===== src/rtl/ea_pipe_unit.sv =====
// ---------------------------------------------------------------------------
// ea_pipe_unit
//
// Purpose:
//   Registered effective-address unit for the LC3 datapath. It selects a base
//   (PC or RS1) and a sign-extended offset from IR (zero, offset6, PCoffset9
//   or PCoffset11), then adds them modulo 2^WIDTH.
//   A valid/ready handshake sits on both sides. An optional indirect mode is
//   used for LDI/STI. In that mode the computed address is issued as a memory
//   read, and the returned word becomes the final EA.
//
// Parameters:
//   WIDTH        address/data width of PC, RS1_DATA, EA, MEM_ADDR, MEM_RDATA
//   INDIRECT_EN  1 = indirect mode supported
//                0 = CONTROL[3] ignored, MEM_REQ tied low
//
// Ports:
//   CLK           clock, rising edge
//   RESET_N       synchronous active-low reset
//   IN_VALID      request present on PC/RS1_DATA/IR/CONTROL
//   IN_READY      unit can accept a request this cycle
//   PC            incremented program counter (base option 0)
//   RS1_DATA      register base (base option 1)
//   IR            instruction; offsets come from IR[5:0], IR[8:0], IR[10:0]
//   CONTROL       [3] indirect, [2] base select (0=PC, 1=RS1),
//                 [1:0] offset select (00=0, 01=off6, 10=off9, 11=off11)
//   MEM_REQ       pointer read request (indirect mode)
//   MEM_ADDR      pointer address, stable while MEM_REQ is high
//   MEM_ACK       read data valid this cycle
//   MEM_RDATA     pointer contents
//   OUT_VALID     EA valid
//   OUT_READY     consumer accepts EA
//   EA            final effective address
//   OUT_INDIRECT  EA came through an indirect fetch
// ---------------------------------------------------------------------------
module ea_pipe_unit #(
  parameter int unsigned WIDTH       = 16,
  parameter bit          INDIRECT_EN = 1'b1
) (
  input  logic             CLK,
  input  logic             RESET_N,
  input  logic             IN_VALID,
  output logic             IN_READY,
  input  logic [WIDTH-1:0] PC,
  input  logic [WIDTH-1:0] RS1_DATA,
  input  logic [15:0]      IR,
  input  logic [3:0]       CONTROL,
  output logic             MEM_REQ,
  output logic [WIDTH-1:0] MEM_ADDR,
  input  logic             MEM_ACK,
  input  logic [WIDTH-1:0] MEM_RDATA,
  output logic             OUT_VALID,
  input  logic             OUT_READY,
  output logic [WIDTH-1:0] EA,
  output logic             OUT_INDIRECT
);

  // FSM encoding
  localparam logic [1:0] ST_IDLE = 2'd0;
  localparam logic [1:0] ST_MEM  = 2'd1;
  localparam logic [1:0] ST_OUT  = 2'd2;

  // State and output registers
  logic [1:0]       state_q,    state_d;
  logic             valid_q,    valid_d;
  logic             req_q,      req_d;
  logic             ind_q,      ind_d;
  logic [WIDTH-1:0] ea_q,       ea_d;
  logic [WIDTH-1:0] mem_addr_q, mem_addr_d;

  // Address datapath
  logic [WIDTH-1:0] base_s;
  logic [WIDTH-1:0] offset_s;
  logic [WIDTH-1:0] sum_s;
  logic [WIDTH-1:0] off6_s;
  logic [WIDTH-1:0] off9_s;
  logic [WIDTH-1:0] off11_s;
  logic             indirect_sel_s;
  logic             in_ready_s;
  logic             accept_s;

  // IR[15:11] carry opcode/register fields that this unit does not need
  logic             unused_ir_s;
  assign unused_ir_s = ^IR[15:11];

  // Offsets are sign-extended from the top bit of each IR field
  assign off6_s  = {{(WIDTH-6){IR[5]}},   IR[5:0]};
  assign off9_s  = {{(WIDTH-9){IR[8]}},   IR[8:0]};
  assign off11_s = {{(WIDTH-11){IR[10]}}, IR[10:0]};

  // Base and offset selection
  always_comb begin
    base_s = PC;
    if (CONTROL[2]) begin
      base_s = RS1_DATA;
    end else begin
      base_s = PC;
    end

    offset_s = {WIDTH{1'b0}};
    case (CONTROL[1:0])
      2'b00:   offset_s = {WIDTH{1'b0}};
      2'b01:   offset_s = off6_s;
      2'b10:   offset_s = off9_s;
      2'b11:   offset_s = off11_s;
      default: offset_s = {WIDTH{1'b0}};
    endcase
  end

  // Modulo-2^WIDTH add; any carry out is intentionally dropped
  assign sum_s = base_s + offset_s;

  // With indirect support compiled out, CONTROL[3] has no effect
  assign indirect_sel_s = INDIRECT_EN & CONTROL[3];

  // A result leaving OUT in this cycle frees the slot for a new request,
  // which gives one request per cycle with no bubble
  assign in_ready_s = (state_q == ST_IDLE) |
                      ((state_q == ST_OUT) & OUT_READY);
  assign accept_s   = IN_VALID & in_ready_s;

  // Next-state logic. Loading a new request is the same from IDLE and OUT.
  always_comb begin
    state_d    = state_q;
    valid_d    = valid_q;
    req_d      = req_q;
    ind_d      = ind_q;
    ea_d       = ea_q;
    mem_addr_d = mem_addr_q;

    case (state_q)
      ST_IDLE: begin
        if (accept_s) begin
          if (indirect_sel_s) begin
            mem_addr_d = sum_s;
            req_d      = 1'b1;
            valid_d    = 1'b0;
            state_d    = ST_MEM;
          end else begin
            ea_d    = sum_s;
            ind_d   = 1'b0;
            valid_d = 1'b1;
            state_d = ST_OUT;
          end
        end else begin
          state_d = ST_IDLE;
        end
      end

      ST_MEM: begin
        // Request and address stay frozen until the pointer returns
        if (MEM_ACK) begin
          ea_d    = MEM_RDATA;
          ind_d   = 1'b1;
          req_d   = 1'b0;
          valid_d = 1'b1;
          state_d = ST_OUT;
        end else begin
          state_d = ST_MEM;
        end
      end

      ST_OUT: begin
        if (OUT_READY) begin
          if (accept_s) begin
            if (indirect_sel_s) begin
              mem_addr_d = sum_s;
              req_d      = 1'b1;
              valid_d    = 1'b0;
              state_d    = ST_MEM;
            end else begin
              ea_d    = sum_s;
              ind_d   = 1'b0;
              valid_d = 1'b1;
              state_d = ST_OUT;
            end
          end else begin
            valid_d = 1'b0;
            state_d = ST_IDLE;
          end
        end else begin
          // Backpressure: EA and OUT_INDIRECT hold
          state_d = ST_OUT;
        end
      end

      default: begin
        // Unreachable encoding: recover to a quiet idle
        state_d = ST_IDLE;
        valid_d = 1'b0;
        req_d   = 1'b0;
      end
    endcase
  end

  // State registers with synchronous active-low reset
  always_ff @(posedge CLK) begin
    if (!RESET_N) begin
      state_q    <= ST_IDLE;
      valid_q    <= 1'b0;
      req_q      <= 1'b0;
      ind_q      <= 1'b0;
      ea_q       <= {WIDTH{1'b0}};
      mem_addr_q <= {WIDTH{1'b0}};
    end else begin
      state_q    <= state_d;
      valid_q    <= valid_d;
      req_q      <= req_d;
      ind_q      <= ind_d;
      ea_q       <= ea_d;
      mem_addr_q <= mem_addr_d;
    end
  end

  assign IN_READY     = in_ready_s;
  assign MEM_REQ      = INDIRECT_EN ? req_q : 1'b0;
  assign MEM_ADDR     = mem_addr_q;
  assign OUT_VALID    = valid_q;
  assign EA           = ea_q;
  assign OUT_INDIRECT = ind_q;

endmodule


===== config.mk =====
export PLATFORM = sky130hd
export DESIGN_NAME = ea_pipe_unit
export DESIGN_NICKNAME = d
export VERILOG_FILES = /design/src/rtl/ea_pipe_unit.sv
export SDC_FILE = /design/constraint.sdc
export NUM_CORES = 1
export LEC_CHECK = 0
export CAP_MARGIN = 10
export CORE_MARGIN = 1
export CORE_UTILIZATION = 48
export CTS_CLUSTER_DIAMETER = 30
export DETAILED_ROUTE_END_ITERATION = 8
export HOLD_SLACK_MARGIN = 0.06
export PLACE_DENSITY_LB_ADDON = 0.05
export SYNTH_ARGS = -nofsm -noshare
export SYNTH_HDL_FRONTEND = slang
export SYNTH_SLANG_ARGS = --single-unit

===== constraint.sdc =====
create_clock -name CLK -period 5.68 [get_ports CLK]
set_input_delay 0.852 -clock CLK [delete_from_list [all_inputs] [get_ports CLK]]
set_output_delay 0.852 -clock CLK [all_outputs]
set_load 0.01 [all_outputs]

* Word-level counts from Yosys, hierarchy flattened
Index checks and enable logic that the tools add are counted.
** Storage, ports and cells
- Bits in registers :: 37
- Word-level logic and storage cells :: 57
- Output and inout port bits :: 36
** Cells by class
- Equal/unequal tests :: 8
- Multiplexer cells :: 31
- Reductions and logical operators :: 8
- Bitwise logic cells :: 3
- $add $sub $neg :: 1
** Operators by type and width (count)
- 16-bit two-way mux :: 8
- 16-bit one-hot mux with 4 select lines :: 1
- 16-bit one-hot mux with 3 select lines :: 1
- 16-bit one-hot mux with 2 select lines :: 1
- 16-bit adder :: 1
- 1-bit two-way mux :: 12
- 1-bit one-hot mux with 3 select lines :: 3
- 2-bit two-way mux :: 4
- 2-bit equality test (second input constant) :: 3
- 2-bit != test (second input constant) :: 3
- 2-bit one-hot mux with 3 select lines :: 1
- 3-bit AND reduction :: 2
- 2-bit by 1-bit equality test with 1-bit output (second input constant) :: 2
- 2-bit zero test :: 2
- 2-bit AND reduction :: 2
- 3-bit nonzero test :: 1
- 1-bit AND :: 2
- 2-bit nonzero test :: 1
- 1-bit bitwise OR :: 1

* Longest topological paths before layout
- Word-level depth :: 7
- Depth in mapped cells :: 10
- Mapped depth without buffers :: 10

* Least setup slack after synthesis
OpenSTA, ideal clock, no wires.
- Kind :: input to register
- Start point :: input port CONTROL[2]
- End point :: register mem_addr_q[12], in the netlist MEM_ADDR[12]
- Buffers on the path :: 3
- Setup time :: 0.062 ns
- Data arrival time :: 3.444 ns
- Stages on the path :: 10
- Slack :: 2.174 ns
- Path through :: clkbuf_1 -> buf_1 -> mux2_2 -> ha_1 -> clkbuf_1 -> a211o_1 -> a211oi_1 -> nor2_1 -> or4_1 -> nand3_1
** On the way
- Cells in the longest elaborated chain, start to end :: 6
** RTL lines
- start: declaration :: RTL line 47 : input logic [3:0] CONTROL,
- 16-bit two-way mux * :: RTL line 94 : if (CONTROL[2]) begin
- 16-bit adder * :: RTL line 111 : assign sum_s = base_s + offset_s;
- 16-bit two-way mux * :: RTL line 134, 166
- 16-bit two-way mux * :: RTL line 133 : if (accept_s) begin
- 16-bit two-way mux :: RTL line 164 : if (OUT_READY) begin
- 16-bit one-hot mux with 2 select lines * :: RTL line 131 : case (state_q)
- end signal: assignment :: RTL line 204 : mem_addr_q <= {WIDTH{1'b0}};
- end signal: assignment :: RTL line 211 : mem_addr_q <= mem_addr_d;
- end: declaration :: RTL line 69 : logic [WIDTH-1:0] mem_addr_q, mem_addr_d;
Every way passes the cells marked *; elsewhere a longest branch is shown, timed or not. The select of a mux whose other input is x is not followed.
A chain may end at the register's enable or synchronous reset.

* Worst setup path after layout
Ends and elaborated chain as after synthesis.

==> results.yml <==
status:
  status: "finished, final reports clean"
placement:
  portBuffers: 103
  place_area_um2: 3920
  placedCellCount: 524
  dp_hpwl_um: 6380
  pre_cts_ws_ns: 1.52
  globalplace.congestion: 0.918
synth:
  yosysUniqueCellTypes: 58
  ys_seq_elements: 37
  postSynthCellCount: 375
  synth_top_flop_cell: "dfxtp_1"
  yosysWarnings: 0
  synth-edff-count: 0
  syn_area_per_cell_um2: 7.70
  synth.yosys.seq_area_share: 0.256
  synth_area_um2: 2890
  synth_nets: 464
  synth-async-reset-ratio: 0
critical_path:
  cp_max_fo: 16
  crit_path_max_incr_delay_ns: 0.96
  slowest_stage: "clkdlybuf4s50_1"
  worstSetupPathType: "in -> reg"
  reg2reg_to: "MEM_ADDR[12]$_SDFFE_PN0P_"
  worst-path-buf-inv: 2
  rr_startpoint: "state_q[1]$_SDFF_PN0_"
  cp-start-kind: "input port"
  r2r_slack_ns: 3.41
  crit_chain: "clkdlybuf4s50_1, mux2_2, ha_1, inv_1, fa_1, nor2b_1, o21ai_0, a21oi_1, or4_1, nand3_1"
  crit_path_start: "CONTROL[2]"
  required_ns: 5.91
  reg2regPathDepth: 5
  critPathTopFamily: "buffers and inverters"
  cp_data_arrival_time_ns: 4.14
  cp.depth: 10
  worstSetupEndpoint: "MEM_ADDR[12]$_SDFFE_PN0P_"
  worstSetupEndpointType: "flip-flop"
finish:
  finalInstanceArea_um2: 4030
  layout_common_cells: "103 x clkdlybuf4s50_1, 40 x nand2_1, 37 x dfxtp_1, 31 x nor2_1, 22 x a21oi_1"
  area_growth_pct: 39.6
  diodes: 0
  drive_above_1_share: 0.0652
  layout_commonest_cell: "clkdlybuf4s50_1"
  fill_cells: 489
  multi_input_area_um2: 2010
  regArea_um2: 741
  fin_nets: 548
  final_cells: 532
sta:
  grt_setup_unrepaired: "no"
  fin_crit_ns: 3.91
  fmax_ghz: 0.256
  tightestPinTransition_ns: 1.22
  timing.setup.tns_ns: 0
  finalMaxSlewViolations: 0
  max_slew_margin: 0.184
  fin_crit_sh: 0.688
  skew_ns: 0.00411
  setup_viol: 0
  final_hold_viol_count: 0
  fin_ws_ns: 1.77
routing:
  route.detailed.drc: 0
  post_drt_wl_per_cell_um: 15.9
  vias: 3189
  via_per_inst: 5.99
  drtPass1Iterations: 4
  wirelength_um: 8480
  drt_iter0_drc: 141
  drtAntennaViolNets: 0
clocking:
  cts_root_buf: "clkbuf_8"
  cts_sinks: 37
  ctsHoldBuffers: 0
  cts_resized: 0
  cts_max_path_buffers: 2
  numCtsBuffers: 5
  cts_tree: "built"
  htreeDepth: 2
  cts_setup_buffers: 0
  clk_latency_ns: 0.29
  path_clk_slew_ns: 0.07
power_and_ir_drop:
  p_switching_mw: 0.296
  p_per_area_nw_per_um2: 223
  pwr-share-clk: 0.267
  finalPower_mw: 0.898
  combPwrFrac: 0.400
  ir_drop_mv: 0.140
  internal_power_mw: 0.602
  swShare: 0.330
  leakage_nw: 1.53
  seqPwrFrac: 0.333
floorplanning:
  core_area_um2: 5640
  io_pins: 109
  die_x_um: 79.6
  start_util: 0.512
  die_area_um2: 6330
  num_rows: 27
  die_h_um: 79.6
global_routing:
  grt_start_max_net_pins: 37
  grt_pass1_wl_um: 13900
  track_usage: 0.278
  grt_pass1_vias: 2994
  antenna_found_initial: 0
  grt_overflow_total: 0
run:
  drv_cap: 0
hold_path:
  worstHoldPathType: "reg -> reg"
area by class of cell:
| type | count | area share |
|---|---|---|
| multi-input combinational | 301 | 0.498 |
| timing repair buffer | 104 | 0.257 |
| sequential | 37 | 0.184 |
| tap | 72 | 0.0223 |
| clock buffer | 7 | 0.0214 |
| inverter | 10 | 0.00931 |
| clock inverter | 1 | 0.00744 |
power by group through the flow:
stage | combinational (mW) | sequential [mW] | clock, mW
2_1_floorplan | 0.199 | 0.313 | 0
3_3_place_gp | 0.348 | 0.304 | 0
3_5_place_dp | 0.354 | 0.305 | 0
4_1_cts | 0.356 | 0.299 | 0.241
5_1_grt | 0.391 | 0.303 | 0.257
6_report | 0.359 | 0.300 | 0.240
synth_stat cells (3+ instances only):
library cell  count  share of area
nand2_1          40          0.052
dfxtp_1          37           0.26
nor2_1           31          0.040
a21oi_1          22          0.038
clkbuf_1         21          0.027
o21ai_0          17          0.029
ha_1             15          0.065
nand3_1          15          0.026
mux2_2           14          0.055
o211ai_1         13          0.034
inv_1            10          0.013
a211oi_1          9          0.023
nor2b_1           8          0.017
nor3_1            8          0.014
o21a_1            8          0.021
mux2i_1           7          0.024
and3_1            6          0.013
nand4_1           6          0.013
a31oi_1           5          0.011
or3_1             5          0.011
xor2_1            5          0.015
a221oi_1          4          0.012
a32oi_1           4          0.012
buf_2             4         0.0069
nand2b_1          4         0.0087
o22ai_1           4         0.0087
a21o_1            3         0.0078
o311ai_1          3         0.0091
or2_2             3         0.0065
or4_1             3         0.0078
xnor2_1           3         0.0091
metrics by stage:
step	util	hold slack, ns
6_report	0.715	0.462
5_1_grt	0.715	0.496
4_1_cts	0.715	0.464
3_5_place_dp	0.694	0.450
3_3_place_gp	0.694	0.438
2_1_floorplan	-	0.475
sequential cells by signal, summed over array words and instances (netlist names):
signal / count
EA: 16
MEM_ADDR: 16
MEM_REQ: 1
OUT_INDIRECT: 1
OUT_VALID: 1
state_q: 2
metal layers:
metal,routed length [µm],GRT usage
met5,0,0
met4,178,0.0927
met2,4250,0.491
met3,500,0.0480
met1,3550,0.338
worst register-to-register path, cell delays in order (launching register included):
cell and delay, ns:
dfxtp_1 0.37, nor2b_4 0.18, nor3_2 0.96, nand3_1 0.16
or4_1 0.45, nand3_1 0.09
cells by family after synthesis:
group | Yosys count | share of synthesized area
AOI/OAI and AO/OA | 112 | 0.265
xor gates and xnor gates | 8 | 0.0243
adders and majority gates | 16 | 0.0719
buffers and inverters | 37 | 0.0524
DFF | 37 | 0.256
muxes | 21 | 0.0788
and+or+nand+nor | 144 | 0.251
how the worst min path moves through the flow:
stage	startpoint	endpoint	slack [ns]	cells past startpoint
floorplan	MEM_ADDR[7]$_SDFFE_PN0P_	MEM_ADDR[7]$_SDFFE_PN0P_	0.47	2
global placement	MEM_ADDR[7]$_SDFFE_PN0P_	MEM_ADDR[7]$_SDFFE_PN0P_	0.44	2
detailed placement	MEM_ADDR[7]$_SDFFE_PN0P_	MEM_ADDR[7]$_SDFFE_PN0P_	0.45	2
CTS	MEM_ADDR[7]$_SDFFE_PN0P_	MEM_ADDR[7]$_SDFFE_PN0P_	0.46	2
global route	MEM_REQ$_SDFFE_PN0P_	MEM_REQ$_SDFFE_PN0P_	0.50	2
finish	MEM_ADDR[7]$_SDFFE_PN0P_	MEM_ADDR[7]$_SDFFE_PN0P_	0.46	2
(Power assumes the default switching activity.)
